$ cat config.mk
export PLATFORM = sky130hd
export DESIGN_NAME = cc_sat_cnt
export DESIGN_NICKNAME = d
export VERILOG_FILES = /design/src/rtl/counter_checker_pkg.sv /design/src/rtl/cc_sat_cnt.sv
export SDC_FILE = /design/constraint.sdc
export NUM_CORES = 1
export LEC_CHECK = 0
export ABC_AREA = 1
export CAP_MARGIN = 15
export CORE_AREA = 2 2 39 41
export DETAILED_ROUTE_END_ITERATION = 10
export DIE_AREA = 0 0 41 43
export HOLD_SLACK_MARGIN = 0.05
export PLACE_DENSITY = 0.62
export SETUP_SLACK_MARGIN = 0.05
export SLEW_MARGIN = 40
export SYNTH_ARGS = -nofsm -noshare
export SYNTH_HDL_FRONTEND = slang
export SYNTH_SLANG_ARGS = --single-unit
$ cat constraint.sdc
create_clock -name clk -period 1.5 [get_ports clk]
set_input_delay 0.3 -clock clk [delete_from_list [all_inputs] [get_ports clk]]
set_output_delay 0.3 -clock clk [all_outputs]
set_load 0.01 [all_outputs]
$ cat src/rtl/counter_checker_pkg.sv
// Shared types and default parameters for the counter_checker block.
// Build option: COUNTER_CHECKER_WRAP_EN adds the wrap pulse output.
package counter_checker_pkg;

  typedef enum logic [1:0] {
    IDLE   = 2'd0,
    SEARCH = 2'd1,
    LOCKED = 2'd2
  } state_e;

  localparam int WIDTH_DEF    = 3;
  localparam int LOCK_CNT_DEF = 2;
  localparam int ERRW_DEF     = 8;

  // Run counter width covers the full 1..15 LOCK_CNT range.
  localparam int RUN_W = 4;

endpackage

$ cat src/rtl/cc_sat_cnt.sv
// Saturating event counter: increments once per cycle while inc is high,
// holding at all-ones instead of wrapping.
module cc_sat_cnt
  import counter_checker_pkg::*;
#(
  parameter int ERRW = ERRW_DEF
) (
  input  logic            clk,
  input  logic            rst,
  input  logic            inc,
  output logic [ERRW-1:0] cnt
);

  localparam logic [ERRW-1:0] CNT_MAX = '1;

  logic [ERRW-1:0] cnt_q;

  always_ff @(posedge clk or negedge rst) begin
    if (!rst) begin
      cnt_q <= '0;
    end else if (inc && (cnt_q != CNT_MAX)) begin
      cnt_q <= cnt_q + 1'b1;
    end
  end

  assign cnt = cnt_q;

endmodule

==> results_tabular.tex <==
\begin{tabular}{lr}
\hline
Metric & Value \\
\hline
\multicolumn{2}{l}{\textbf{Final layout}} \\
Number of nets at the end of the flow & 87 \\
Share of cells above drive strength 1 & 21.0\% \\
Area of combinational cells with multiple inputs & 258 um\^{}2 \\
Fill cell total of the finished layout & 135 \\
Final design instance area without fill & 671 um\^{}2 \\
Number of antenna cells inserted & 0 \\
Layout Utilization & 48.5\% \\
Sequential Area & 203 um\^{}2 \\
Max reg flops & 8 \\
Area growth, synth to finish & 38.9\% \\
\multicolumn{2}{l}{\textbf{Clock network}} \\
Number of sinks driven by the clock tree & 8 \\
Number of buffers added by the clock tree synthesis step & 3 \\
CTS tree & built \\
Maximum buffer depth of the clock tree & 2 \\
H-tree depth & 1 \\
Clock transition time at the flip-flop clock pins of the worst setup and hold paths & 0.05 ns \\
Root buf cell & clkbuf\_4 \\
Clk Latency, worst-skew pair & 0.26 ns \\
\multicolumn{2}{l}{\textbf{Yosys}} \\
Count of state elements after synthesis & 8 \\
Primary flip-flop cell chosen by synthesis mapping & dfrtp\_1 \\
Register area share after synthesis & 41.5\% \\
Library cell with the largest summed area after synthesis & dfrtp\_1 \\
Top cells by area, synth & dfrtp\_1 (41\%), nand2\_1 (21\%), nor2\_1 (4.7\%), nor2\_4 (4.7\%), nand2\_8 (4.1\%) \\
Share of flip-flops with an asynchronous set or reset after synthesis & 100\% \\
Count of cell types in the netlist & 18 \\
Count of flip-flops with a built-in enable after synthesis & 0 \\
Leading post-synthesis cells by instance count & nand2\_1 (27), dfrtp\_1 (8), nor2\_1 (6) \\
Most common cell in the netlist & nand2\_1 \\
Area share of the largest cell type after synthesis & 41.5\% \\
YS warnings & 0 \\
Cell area after technology mapping & 483 um\^{}2 \\
Synthesized instance count & 63 \\
Total nets after synthesis & 67 \\
Post-Syn Area per Cell & 7.67 um\^{}2 \\
\multicolumn{2}{l}{\textbf{Floorplanning}} \\
Cell Rows & 14 \\
Die outline height & 43 um \\
Horizontal die dimension & 41 um \\
Die ar. & 1760 um\^{}2 \\
I/O pin count & 11 \\
Core Footprint & 1380 um\^{}2 \\
Initial cell density of the core & 34.9\% \\
\multicolumn{2}{l}{\textbf{Route}} \\
Vias post-DR & 436 \\
Detailed-route wire length per cell & 9.48 um \\
Number of nets with antenna violations after detailed routing & 0 \\
Drt drc & 0 \\
Total detailed-routing wirelength & 920 um \\
Count of routing violations after the opening detailed-route iteration & 0 \\
Pre-antenna DRT Iters & 1 \\
Post-detailed-route via-to-cell ratio & 4.49 \\
\multicolumn{2}{l}{\textbf{Setup path}} \\
Biggest cell delay along the critical path & 0.44 ns \\
Signal arrival time at the worst endpoint & 0.99 ns \\
Critical setup path kind & register to output pin \\
CP Launch Type & register \\
Cells traversed along the worst timing path & dlygate4sd2\_1 \\
Top fanout value on the critical path & 7 \\
Critical R2R Launch & cnt[0] \\
Cell with the biggest individual delay on the critical path & dfrtp\_2 \\
WP data required & 1.20 ns \\
Crit path max-delay family & flip-flops \\
Sum of buffers and inverters on the critical path & 1 \\
Crit path launch & cnt[0] \\
Type of element capturing the critical path & output pin \\
\multicolumn{2}{l}{\textbf{Pwr}} \\
Reported leakage power & 0.365 nW \\
NetSw & 348 uW \\
Clock network power share & 17.8\% \\
Fraction of power consumed by combinational cells & 46.2\% \\
Power after layout & 927 uW \\
Sequential fraction of design power & 36.0\% \\
Power density normalized to cell area & 1380 nW/um\^{}2 \\
Sw Ratio & 37.6\% \\
Cell internal pwr & 579 uW \\
Worst voltage drop across the vdd grid & 0.000758 V \\
\multicolumn{2}{l}{\textbf{Placement}} \\
Routability cong. & 0.780 \\
Final HPWL from detailed placement & 726 um \\
Total placed instance area & 618 um\^{}2 \\
IO buf count & 10 \\
\multicolumn{2}{l}{\textbf{Timing}} \\
Slew at the pin closest to its max-slew limit & 0.373 ns \\
Final-layout setup total negative slack & 0 ns \\
Clock Skews & 0.00188 ns \\
Highest clock rate & 775 MHz \\
RSZ-0062 raised after global routing & no \\
Final worst path period need & 1.29 ns \\
Share of the clock period used by the worst path & 86.0\% \\
Final hold violation count & 0 \\
Worst rel slew slack & 75.1\% \\
Final Max Tran Viols & 0 \\
Setup-failing EPs final & 0 \\
\multicolumn{2}{l}{\textbf{Global route}} \\
GR Util All Layers & 14.4\% \\
Total global routing overflow & 0 \\
Vias in the first global route & 387 \\
First-pass GRT wire length & 1680 um \\
Antenna violations before repair & 0 \\
Pin count of the biggest net entering global routing & 9 \\
\multicolumn{2}{l}{\textbf{Run}} \\
Number of max-capacitance violations reported & 0 \\
\multicolumn{2}{l}{\textbf{Outcome}} \\
Result of the run & finished clean \\
\multicolumn{2}{l}{\textbf{Worst hold path}} \\
Min-delay worst type & input pin to async pin \\
\hline
\end{tabular}
## layout make-up
cell class	instances	share of cell area, %
inverters	6	3.73
clock buffers	3	3.36
flip-flops and latches	8	30.2
well taps	16	2.99
repair buffers	15	21.3
multi-input cells	49	38.4
## per-layer routing
metal  routed length (um)  track usage, %  up-vias
met5                    0               0        -
met1                  434            19.3      191
met2                  414            19.7        9
met4                   24            8.00        0
met3                   45            4.71        2
li1                     -               -      234
## stage by stage
step           setup WS [ns]  instances  hold slack, ns
3_5_place_dp          0.0946         91           0.531
2_1_floorplan          0.212         63         0.00441
3_3_place_gp          0.0927         91           0.553
6_report               0.209         97           0.325
5_1_grt                0.114         97           0.363
4_1_cts               0.0512         97           0.340
## cell families after synthesis
group | share of synthesized area, %
AOI/OAI and AO/OA | 2.07
xor gates and xnor gates | 3.63
adders and majority gates | 2.59
buffers and inverters | 5.18
DFF | 41.5
and+or+nand+nor | 45.1
## power groups by stage
stage	combinational [mW]	clock, mW	sequential [mW]
floorplan	0.158	0	0.392
global placement	0.399	0	0.363
detailed placement	0.394	0	0.361
CTS	0.446	0.174	0.334
global route	0.474	0.183	0.347
finish	0.429	0.165	0.334
## path summary, 6_finish.rpt
check,to,slack (ns),cells after the start
max,cnt[0],0.21,1
max reg2reg,cnt[5],0.23,8
max in group asynchronous,cnt[5],0.88,1
min reg2reg,cnt[1],0.54,2
min,cnt[3],0.33,1
min in group clk,cnt[1],0.54,2
## cell usage in the layout, fill, tap and decap left out, types with 2 or more instances in the layout
cell type        netlist  layout
buf_4                  0       5
nor2_4                 2       2
clkbuf_4               0       3
clkdlybuf4s50_1        0       2
inv_1                  5       5
nand3_1                3       3
dlygate4sd2_1          0       4
nor2_1                 6       6
dfrtp_1                8       6
dfrtp_2                0       2
nand2_1               27      27
dlymetal6s2s_1         0       4
## timing repair
| item | 4_1_cts | 5_1_grt |
|---|---|---|
| hold buffers | 0 | 0 |
| setup endpoints to repair | 7 | 4 |
| setup buffers | 3 | 0 |
| gates resized for setup | 6 | 4 |
No activity file was read; power rests on OpenSTA's default activity.
